==> src/rtl/nn_sequencer.sv <==
// nn_sequencer: fetches MAC-array instructions and drives MAC, W, XY and serializer controls.
// Define SEQ_PERF_CNT_EN to add the perf_cycles / perf_stalls counters.
module nn_sequencer #(
  parameter int NU_COUNT   = 8,
  parameter int INST_DEPTH = 8,
  parameter int XY_DEPTH   = 10,
  parameter int W_DEPTH    = 10,
  parameter int LEN_W      = 8
) (
  input  logic                  clk,
  input  logic                  reset,
  input  logic                  start,
  output logic                  busy,
  output logic                  done,
  output logic                  err,
  output logic [INST_DEPTH-1:0] inst_addr,
  input  logic [31:0]           inst_data,
  output logic [NU_COUNT-1:0]   mac_reg_enable,
  output logic                  mac_acc_loopback,
  output logic                  mac_acc_update,
  output logic                  serializer_update,
  output logic [XY_DEPTH-1:0]   xy_read_addr,
  output logic [W_DEPTH-1:0]    w_read_addr,
  output logic [XY_DEPTH-1:0]   xy_write_addr,
  output logic                  xy_write_enable
`ifdef SEQ_PERF_CNT_EN
  ,
  output logic [31:0]           perf_cycles,
  output logic [31:0]           perf_stalls
`endif
);

  // state | meaning
  // IDLE  | out of reset, waiting for start
  // FETCH | inst_addr=pc; instruction word arrives next cycle
  // EXEC  | decode, run beats or stall on the write-back drain
  // DONE  | halted or errored; start restarts at pc=0
  typedef enum logic [1:0] {S_IDLE, S_FETCH, S_EXEC, S_DONE} state_t;

  localparam logic [3:0] OP_NOP     = 4'd0;
  localparam logic [3:0] OP_MATMUL  = 4'd1;
  localparam logic [3:0] OP_ACCMOV  = 4'd2;
  localparam logic [3:0] OP_LOADMAC = 4'd3;
  localparam logic [3:0] OP_LOOP    = 4'd4;
  localparam logic [3:0] OP_ENDLOOP = 4'd5;
  localparam logic [3:0] OP_HALT    = 4'd6;
  localparam int WC_W = LEN_W + 1;

  state_t                state, state_nxt;
  logic [INST_DEPTH-1:0] pc, lstart;
  logic [LEN_W-1:0]      beat, lcnt;
  logic                  lactive;
  logic [WC_W-1:0]       wcnt;
  logic [XY_DEPTH-1:0]   waddr;

  logic [3:0]       op;
  logic [9:0]       fa, fb;
  logic [LEN_W-1:0] fc;
  logic start_acc, drain_busy, lmac_ok;
  logic exec_done, exec_err, stall, halt_go;

  assign op         = inst_data[31:28];
  assign fa         = inst_data[27:18];
  assign fb         = inst_data[17:8];
  assign fc         = inst_data[LEN_W-1:0];
  assign start_acc  = start && (state == S_IDLE || state == S_DONE);
  assign drain_busy = (wcnt != '0);
  assign lmac_ok    = int'(fb) < NU_COUNT;

  // Instruction outcome for the current EXEC cycle.
  always_comb begin
    exec_done = 1'b0;
    exec_err  = 1'b0;
    stall     = 1'b0;
    halt_go   = 1'b0;
    if (state == S_EXEC) begin
      case (op)
        OP_NOP:     exec_done = 1'b1;
        OP_MATMUL:  exec_done = (beat == fc);
        OP_ACCMOV:  begin stall = drain_busy; exec_done = !drain_busy; end
        OP_LOADMAC: begin exec_err = !lmac_ok; exec_done = lmac_ok; end
        OP_LOOP:    begin exec_err = lactive; exec_done = !lactive; end
        OP_ENDLOOP: begin exec_err = !lactive; exec_done = lactive; end
        OP_HALT:    begin stall = drain_busy; halt_go = !drain_busy; end
        default:    exec_err = 1'b1;
      endcase
    end
  end

  always_ff @(posedge clk or negedge reset) begin
    if (!reset) state <= S_IDLE;
    else        state <= state_nxt;
  end

  always_comb begin
    state_nxt = state;
    case (state)
      S_IDLE, S_DONE: if (start) state_nxt = S_FETCH;
      S_FETCH:        state_nxt = S_EXEC;
      S_EXEC: begin
        if (exec_err || halt_go) state_nxt = S_DONE;
        else if (exec_done)      state_nxt = S_FETCH;
      end
      default:        state_nxt = S_IDLE;
    endcase
  end

  // inst_addr is held through EXEC so a synchronous memory keeps presenting the word.
  always_comb begin
    busy              = (state == S_FETCH) || (state == S_EXEC);
    done              = (state == S_DONE);
    inst_addr         = ((state == S_FETCH) || (state == S_EXEC)) ? pc : '0;
    mac_reg_enable    = '0;
    mac_acc_loopback  = 1'b0;
    mac_acc_update    = 1'b0;
    serializer_update = 1'b0;
    xy_read_addr      = '0;
    w_read_addr       = '0;
    xy_write_enable   = drain_busy;
    xy_write_addr     = drain_busy ? waddr : '0;
    if (state == S_EXEC) begin
      case (op)
        OP_MATMUL: begin
          mac_acc_update   = 1'b1;
          mac_acc_loopback = (beat != '0);
          xy_read_addr     = XY_DEPTH'(fa) + XY_DEPTH'(beat);
          w_read_addr      = W_DEPTH'(fb) + W_DEPTH'(beat);
        end
        OP_ACCMOV: serializer_update = !drain_busy;
        OP_LOADMAC: begin
          if (lmac_ok) begin
            xy_read_addr = XY_DEPTH'(fa);
            for (int i = 0; i < NU_COUNT; i++) mac_reg_enable[i] = (int'(fb) == i);
          end
        end
        default: ;
      endcase
    end
  end

  // The write-back drain runs independently of the FSM; only reset discards it.
  always_ff @(posedge clk or negedge reset) begin
    if (!reset) begin
      pc      <= '0;
      lstart  <= '0;
      beat    <= '0;
      lcnt    <= '0;
      lactive <= 1'b0;
      wcnt    <= '0;
      waddr   <= '0;
      err     <= 1'b0;
    end else begin
      if (drain_busy) begin
        wcnt  <= wcnt - WC_W'(1);
        waddr <= waddr + XY_DEPTH'(1);
      end
      if (start_acc) begin
        pc      <= '0;
        lstart  <= '0;
        beat    <= '0;
        lcnt    <= '0;
        lactive <= 1'b0;
        err     <= 1'b0;
      end else if (state == S_EXEC) begin
        if (exec_err) err <= 1'b1;
        if (exec_done) begin
          beat <= '0;
          pc   <= pc + INST_DEPTH'(1);
          case (op)
            OP_ACCMOV: begin
              wcnt  <= WC_W'(fc) + WC_W'(1);
              waddr <= XY_DEPTH'(fa);
            end
            OP_LOOP: begin
              lstart  <= pc + INST_DEPTH'(1);
              lcnt    <= fc;
              lactive <= 1'b1;
            end
            OP_ENDLOOP: begin
              if (lcnt != '0) begin
                lcnt <= lcnt - LEN_W'(1);
                pc   <= lstart;
              end else begin
                lactive <= 1'b0;
              end
            end
            default: ;
          endcase
        end else if (op == OP_MATMUL) begin
          beat <= beat + LEN_W'(1);
        end
      end
    end
  end

`ifdef SEQ_PERF_CNT_EN
  always_ff @(posedge clk or negedge reset) begin
    if (!reset) begin
      perf_cycles <= '0;
      perf_stalls <= '0;
    end else if (start_acc) begin
      perf_cycles <= '0;
      perf_stalls <= '0;
    end else begin
      if (busy && perf_cycles != '1)  perf_cycles <= perf_cycles + 32'd1;
      if (stall && perf_stalls != '1) perf_stalls <= perf_stalls + 32'd1;
    end
  end
`endif

endmodule

==> config.mk <==
export PLATFORM = sky130hd
export DESIGN_NAME = nn_sequencer
export DESIGN_NICKNAME = d
export VERILOG_FILES = /design/src/rtl/nn_sequencer.sv
export SDC_FILE = /design/constraint.sdc
export NUM_CORES = 1
export LEC_CHECK = 0
export ABC_AREA = 1
export CAP_MARGIN = 20
export CORE_ASPECT_RATIO = 0.7
export CORE_MARGIN = 8
export CORE_UTILIZATION = 54
export CTS_CLUSTER_DIAMETER = 80
export CTS_CLUSTER_SIZE = 25
export DETAILED_ROUTE_END_ITERATION = 8
export PLACE_DENSITY = 0.82
export SLEW_MARGIN = 5
export SYNTH_ARGS = -nofsm -noshare
export SYNTH_HDL_FRONTEND = slang
export SYNTH_SLANG_ARGS = --single-unit
==> constraint.sdc <==
create_clock -name clk -period 2.8 [get_ports clk]
set_input_delay 0.42 -clock clk [delete_from_list [all_inputs] [get_ports clk]]
set_output_delay 0.42 -clock clk [all_outputs]
set_load 0.01 [all_outputs]
# Yosys cells after proc, flatten, opt, wreduce, memory -nomap -nowiden
# Cells that the tools add are included.
[op_classes]
eq_ne = 21
mux = 62
order_cmp = 1
reduce_logical = 28
n_addsub = 8
[ops]
columns = ["op", "count"]
rows = [
  ["$mux W8", 21],
  ["$mux W10", 10],
  ["$mux W9", 5],
  ["$eq A10 B4 Y1 const B", 4],
  ["$add A10 B8 Y10", 2],
  ["$eq A10 B3 Y1 const B", 2],
  ["$pmux W10 S2", 1],
  ["$mux W1", 17],
  ["$add A8 B1 Y8 const B", 2],
  ["$pmux W8 S2", 1],
  ["$reduce_bool A8 Y1", 2],
  ["$eq A4 B3 Y1 const B", 3],
  ["$add A10 B1 Y10 const B", 1],
  ["$eq A10 B2 Y1 const B", 1],
  ["$logic_not A10 Y1", 1],
  ["$lt A10 B4 Y1 const B", 1],
  ["$add A8 B1 Y9 const B", 1],
  ["$ne A3 B3 Y1 const B", 3],
  ["$reduce_bool A9 Y1", 1],
  ["$sub A9 B1 Y9 const B", 1],
  ["$eq A4 B2 Y1 const B", 2],
  ["$eq A8 B8 Y1", 1],
  ["$reduce_and A2 Y1", 4],
  ["$reduce_and A4 Y1", 2],
  ["other kinds (20)", 31],
]
[word_totals]
output_inout_bits = 53
ff_bits = 55

# Logic depth before layout (Yosys ltp)
# Gate-level depths: netlist (run 1).
[depth]
word_depth = 7
mapped_depth = 13

# Worst setup path after synthesis (run 1)
# No wires, ideal clock.
[synth_timing]
path_kind = "reg-to-output"
start = "register state[0]"
end = "output port w_read_addr[3]"
path_stages_with_launch = 9
arrival_ns = 1.783
slack_ns = 0.597
path_cell_list = "dfrtp_1 inv_1 ha_1 buf_2 nand3_1 nor2_1 clkinv_1 a21oi_1 o21a_1"
[synth_between]
elab_chain_len = 2
[synth_rtl]
columns = ["item", "line", "rtl"]
rows = [
  ["from (decl)", "49", "state_t state, state_nxt;"],
  ["from (signal assigned)", "92", "else state <= state_nxt;"],
  ["$eq A2 B2 Y1", "121", "if (state == S_EXEC) begin"],
  ["$mux W10", "121", ""],
  ["to (decl)", "23", "output logic [W_DEPTH-1:0] w_read_addr,"],
]
# Every way passes these cells.

# Worst setup path after layout (run 1)
[layout_timing]
start = "input port inst_data[29]"
end = "output port serializer_update"
[layout_between]
elab_chain_len = 3
[layout_rtl]
columns = ["item", "line", "rtl"]
rows = [
  ["from (decl)", "17", "input logic [31:0] inst_data,"],
  ["$eq A4 B2 Y1", "122", "case (op)"],
  ["$mux W1", "122", ""],
  ["$mux W1", "121", ""],
  ["to (decl)", "21", "output logic serializer_update,"],
]
# Every way passes these cells.

==> results of run 1 <==
critical path, stage by stage:
cell and delay (ns):
clkdlybuf4s50_1 0.61, buf_4 0.18, nand2_1 0.17, nor4_4 0.30
buf_4 0.16, clkdlybuf4s50_1 0.56
worst paths after layout:
check	endpoint	slack [ns]	cells after the start
max in group asynchronous	lcnt[4]	2.06	2
min in group clk	waddr[0]	0.48	4
min	waddr[9]	0.23	2
min reg2reg	lcnt[1]	0.49	2
max	serializer_update	-0.02	6
max reg2reg	pc[5]	0.44	10
repair_timing:
action	in CTS	in global routing
endpoints found under the setup margin	29	29
resized for setup	55	29
pin swaps	1	6
buffers inserted	1	3
synthesized netlist by cell type (all sizes together), types with 3 or more instances:
cell	instances	share of area, %
clkbuf	8	0.61
o21ai	52	5.3
o21bai	3	0.46
buf	12	1.5
nor3	24	2.8
a21oi	39	4.1
dfrtp	55	28
o22ai	6	0.77
nand4	26	3.3
nand2	186	15
nor2	74	6.2
xnor2	11	2.0
xor2	27	4.8
nand3	71	7.5
inv	102	7.8
ha	27	6.9
a31oi	3	0.38
or2	4	0.51
final cells by class:
cell class	instances	area, um^2	share of cell area [%]
multi-input combinational	565	3110	46.2
clock inverter	3	27.5	0.409
inverter	104	395	5.87
clock buffer	5	125	1.86
timing repair buffer	179	1540	22.9
sequential	55	1380	20.4
tap	124	155	2.30
registers in the layout (all words and copies together), names as in the netlist:
| name | flops |
|---|---|
| wcnt | 9 |
| lcnt | 8 |
| lactive | 1 |
| state | 2 |
| pc | 8 |
| beat | 8 |
| err | 1 |
| waddr | 10 |
| lstart | 8 |
routing by layer:
layer,vias to the layer above,track usage (%)
li1,2768,-
met5,-,0
met1,2667,35.2
met3,32,3.87
met2,246,45.3
met4,0,7.80
kinds of logic (layout without fill, tap and decap cells):
family | count (synthesis) | after routing | share of synthesized area, %
compound gates | 110 | 110 | 12.1
xor+xnor | 38 | 38 | 6.79
fa+ha+maj | 29 | 29 | 7.71
buf+inv | 124 | 291 | 10.1
flops | 55 | 55 | 28.1
simple gates | 388 | 388 | 35.2
metrics by stage:
step | hold WS [ns] | utilization, % | instance area [um^2]
6_report | 0.231 | 75.4 | 6730
5_1_grt | 0.313 | 75.4 | 6730
4_1_cts | 0.276 | 74.5 | 6650
3_5_place_dp | 0.466 | 72.7 | 6490
3_3_place_gp | 0.457 | 72.7 | 6490
2_1_floorplan | 0.124 | - | 4900
power breakdown:
part,internal [mW],switching (mW),total [mW]
logic,0.741,1.03,1.77
registers,1.00,0.205,1.21
clock network,0.340,0.315,0.655
==> impl_metrics.json, run 1 <==
{
  "die_x_um": 130,
  "relSlewSlack_pct": 51.8,
  "ys_seq_area_share_pct": 28.1,
  "met2_length_um": 7370,
  "avgViaCountPerCell": 5.52,
  "critical_path_arrival_ns": 2.40,
  "drt_first_pass_iters": 5,
  "powerDensity_nw_per_um2": 540,
  "max_freq_mhz": 354,
  "drive_above_1_share_pct": 16.2,
  "startpoint": "inst_data[29]",
  "clock_sinks": 55,
  "synth_cell_type_count": 41,
  "yosys_most_used_dff": "dfrtp_1",
  "post-route-min-period_ns": 2.82,
  "io-pin-count": 88,
  "routed_wl_um": 16000,
  "dp_slack_ns": -0.415,
  "worstMarginPinSlew_ns": 0.723,
  "h-tree-depth": 2,
  "diodes": 0,
  "maxCapViolCount": 0,
  "portBuffers": 87,
  "critPathRequiredTime_ns": 2.38,
  "cp-end-kind": "output pin",
  "hold_buffers": 0,
  "vias": 5713,
  "grt_pass1_wl_um": 26600,
  "fp.dieH_um": 95.7,
  "grt_pass1_vias": 5585,
  "postRouteAntennaNets": 0,
  "final_cell_mix": "nand2_1, inv_1, buf_4",
  "syn_nets": 808,
  "clk_pin_slew_ns": 0.08,
  "synth-seq-cells": 55,
  "root_buffer": "clkbuf_16",
  "vdd_drop_max_uv": 524,
  "syn-cell-area_um2": 4900,
  "hpwlAfterDp_um": 12700,
  "synth_edf_count": 0,
  "wl_per_cell_um": 15.5,
  "drtIter0Drc": 500,
  "grt_max_degree": 56,
  "violations": "negative setup slack",
  "netlist_instances": 744,
  "wl_met1_um": 7120,
  "clockBufferDepth": 2,
  "nFillCells": 705,
  "ys_warn_count": 0,
  "dp_cells": 1023,
  "gp_congestion": 0.910,
  "antenna_found_initial": 0,
  "stdcell_count": 1035,
  "status": "finished, violations left",
  "top_layer": "met4",
  "cts_tree": "yes",
  "final-hold-violation-count": 0,
  "start_kind": "input port",
  "fin_crit_sh_pct": 101,
  "coreArea_um2": 8930,
  "area_delta_synth_final_pct": 37.4,
  "numCtsBuffers": 5,
  "power.leakage_nw": 3.50,
  "die_area_um2": 12400,
  "avgSynthCellArea_um2": 6.59,
  "wl_met3_um": 1230,
  "track_usage_pct": 26.8,
  "overflow": 0,
  "setup_slack_ns": -0.0224,
  "hp-class": "in2async",
  "setup_viol": 1,
  "fin_skew_ns": 0.0111,
  "rr_startpoint": "lcnt[0]",
  "start_util_pct": 54.9,
  "insertion_delay_ns": 0.30,
  "crit_fanout": 4,
  "path_class": "in2out",
  "fin_nets": 974,
  "tns_ns": -0.0224,
  "drc_errors": 0,
  "maxSlewViolCount": 0,
  "rsz0062_at_grt": "yes",
  "layout.cells.most_common": "nand2_1",
  "rows": 29,
  "async_flop_share_pct": 100,
  "design_power_total_mw": 3.64
}
(Power assumes the default switching activity.)
==> run 2: changes to the inputs <==
==> constraint.sdc (replaced) <==
create_clock -name clk -period 2.8 [get_ports clk]
set_input_delay 0.84 -clock clk [delete_from_list [all_inputs] [get_ports clk]]
set_output_delay 0.84 -clock clk [all_outputs]
set_load 0.01 [all_outputs]
==> run 2 against run 1 <==
  * The run still ends with negative setup slack left
  * Sequential power barely moved
  * First-iteration DRC count grew 15%
  * Maximum frequency shrank 9.6%
  * Global-route usage increased by 3.1 points
  * Clock power shrank 4.9%
  * Clock-buffer cell count grew 1
  * Sequential share of layout area down 2.3 points
  * Via count up 9.9%
  * Routed wire length increased by 20%
  * Critical path type unchanged
  * Critical endpoint is now xy_read_addr[6]
  * Highest routed layer unchanged
==> impl_metrics.json, run 2 (synthesized netlist as in run 1, its figures left out) <==
{
  "status": "finished, violations left",
  "violations": "negative setup slack",
  "final_cell_mix": "nand2_1, buf_4, inv_1",
  "start_util_pct": 54.9,
  "tns_ns": -3.02,
  "critical_path_arrival_ns": 2.28,
  "fin_nets": 1011,
  "die_area_um2": 12400,
  "hpwlAfterDp_um": 13400,
  "die_x_um": 130,
  "diodes": 0,
  "vias": 6280,
  "met2_length_um": 8870,
  "fp.dieH_um": 95.7,
  "cp.buffers_inverters": 4,
  "worstMarginPinSlew_ns": 0.622,
  "maxCapViolCount": 0,
  "wl_per_cell_um": 18.0,
  "top_layer": "met4",
  "layout.cells.most_common": "nand2_1",
  "fin_skew_ns": 0.00377,
  "setup_slack_ns": -0.323,
  "cp_slowest_stage_delay_ns": 0.33,
  "final-hold-violation-count": 0,
  "cts_tree": "yes",
  "root_buffer": "clkbuf_16",
  "power.leakage_nw": 3.80,
  "grt_pass1_vias": 5976,
  "post-route-min-period_ns": 3.12,
  "drc_errors": 0,
  "hp-class": "reg2reg",
  "wl_met1_um": 7660,
  "rsz0062_at_grt": "yes",
  "critPathRequiredTime_ns": 1.96,
  "io-pin-count": 88,
  "antenna_found_initial": 0,
  "hold_buffers": 0,
  "start_kind": "input port",
  "drt_first_pass_iters": 7,
  "wl_met3_um": 1960,
  "insertion_delay_ns": 0.30,
  "crit_fanout": 4,
  "crit_chain": "buf_8 > ha_4 > inv_4 > fa_2 > inv_2 > nand3_2 > nand2_4 > nand2_2 > a21oi_2 > a21oi_1 > o21ai_1 > a21oi_2 > buf_2",
  "vdd_drop_max_uv": 513,
  "path_class": "in2out",
  "largest-register": "waddr",
  "largest_reg_flops": 10,
  "numCtsBuffers": 5,
  "max_freq_mhz": 320,
  "coreArea_um2": 8930,
  "drtIter0Drc": 577,
  "portBuffers": 87,
  "track_usage_pct": 29.9,
  "postRouteAntennaNets": 0,
  "rows": 29,
  "grt_pass1_wl_um": 29500,
  "drive_above_1_share_pct": 34.7,
  "cpMostUsedCell": "a21oi_2",
  "overflow": 0,
  "crit_family": "adder cells",
  "clk_pin_slew_ns": 0.07,
  "avgViaCountPerCell": 5.86,
  "top_regs": "waddr: 10 flops, wcnt: 9 flops",
  "crit_slowest_cell": "fa_2",
  "routed_wl_um": 19300,
  "relSlewSlack_pct": 58.5,
  "cp-end-kind": "output pin",
  "h-tree-depth": 2,
  "gp_congestion": 0.983,
  "area_delta_synth_final_pct": 54.9,
  "final_util_pct": 85.0,
  "grt_max_degree": 31,
  "clock_sinks": 55,
  "fin_crit_sh_pct": 112,
  "powerDensity_nw_per_um2": 502,
  "clockBufferDepth": 2,
  "maxSlewViolCount": 0,
  "setup_viol": 20
}
## run 2: worst paths after layout
path,slack (ns),from,to,depth (start not counted)
setup / recovery,-0.32,inst_data[18],xy_read_addr[6],13
min in group asynchronous,0.55,reset,waddr[2],1
hold reg to reg,0.48,lcnt[6],lcnt[6],2
hold / removal,0.48,lcnt[6],lcnt[6],2
max in group asynchronous,1.64,reset,beat[5],2
setup reg to reg,0.48,wcnt[0],lcnt[6],13
## run 2: stage by stage
step | hold WS [ns] | total power [mW] | setup WS (ns) | cells | cell area, um^2
3_5_place_dp | 0.463 | 3.04 | -1.24 | 1042 | 6740
5_1_grt | 0.502 | 4.04 | -0.395 | 1072 | 7590
4_1_cts | 0.480 | 3.72 | -0.281 | 1066 | 7350
3_3_place_gp | 0.456 | 2.94 | -1.20 | 1042 | 6740
6_report | 0.485 | 3.81 | -0.323 | 1072 | 7590
2_1_floorplan | 0.442 | 2.26 | -0.0667 | 744 | 4990
## run 2: layout make-up
cell class | instances | area [um^2]
Clock buffer | 6 | 129
Inverter | 104 | 408
Tap cell | 124 | 155
Multi-Input combinational cell | 565 | 3730
Sequential cell | 55 | 1380
Fill cell | 532 | 1340
Clock inverter | 2 | 12.5
Timing Repair Buffer | 216 | 1780
## run 2: timing repair
action                     4_1_cts  5_1_grt
setup endpoints to repair       42       28
pin swaps                       71       52
buffers inserted                19        8
resized for setup              350       70
## run 2: power breakdown
group	internal, mW	total [mW]	leakage [nW]	switching, mW
Combinational	0.814	1.98	3.04	1.17
Clock	0.331	0.623	0.0669	0.292
Sequential	1.00	1.20	0.696	0.200
Total	2.15	3.81	3.80	1.66
## run 2: layer usage
metal | up-vias | track usage [%]
met2 | 414 | 49.7
met4 | 0 | 10.0
met1 | 2934 | 37.9
met3 | 94 | 6.92
met5 | - | 0
li1 | 2838 | -
## run 2: tightest hold or removal path, stage by stage, from the launching register on
cell and delay [ns]:
dfrtp_1 0.35, nand2_1 0.05, nand2_1 0.05
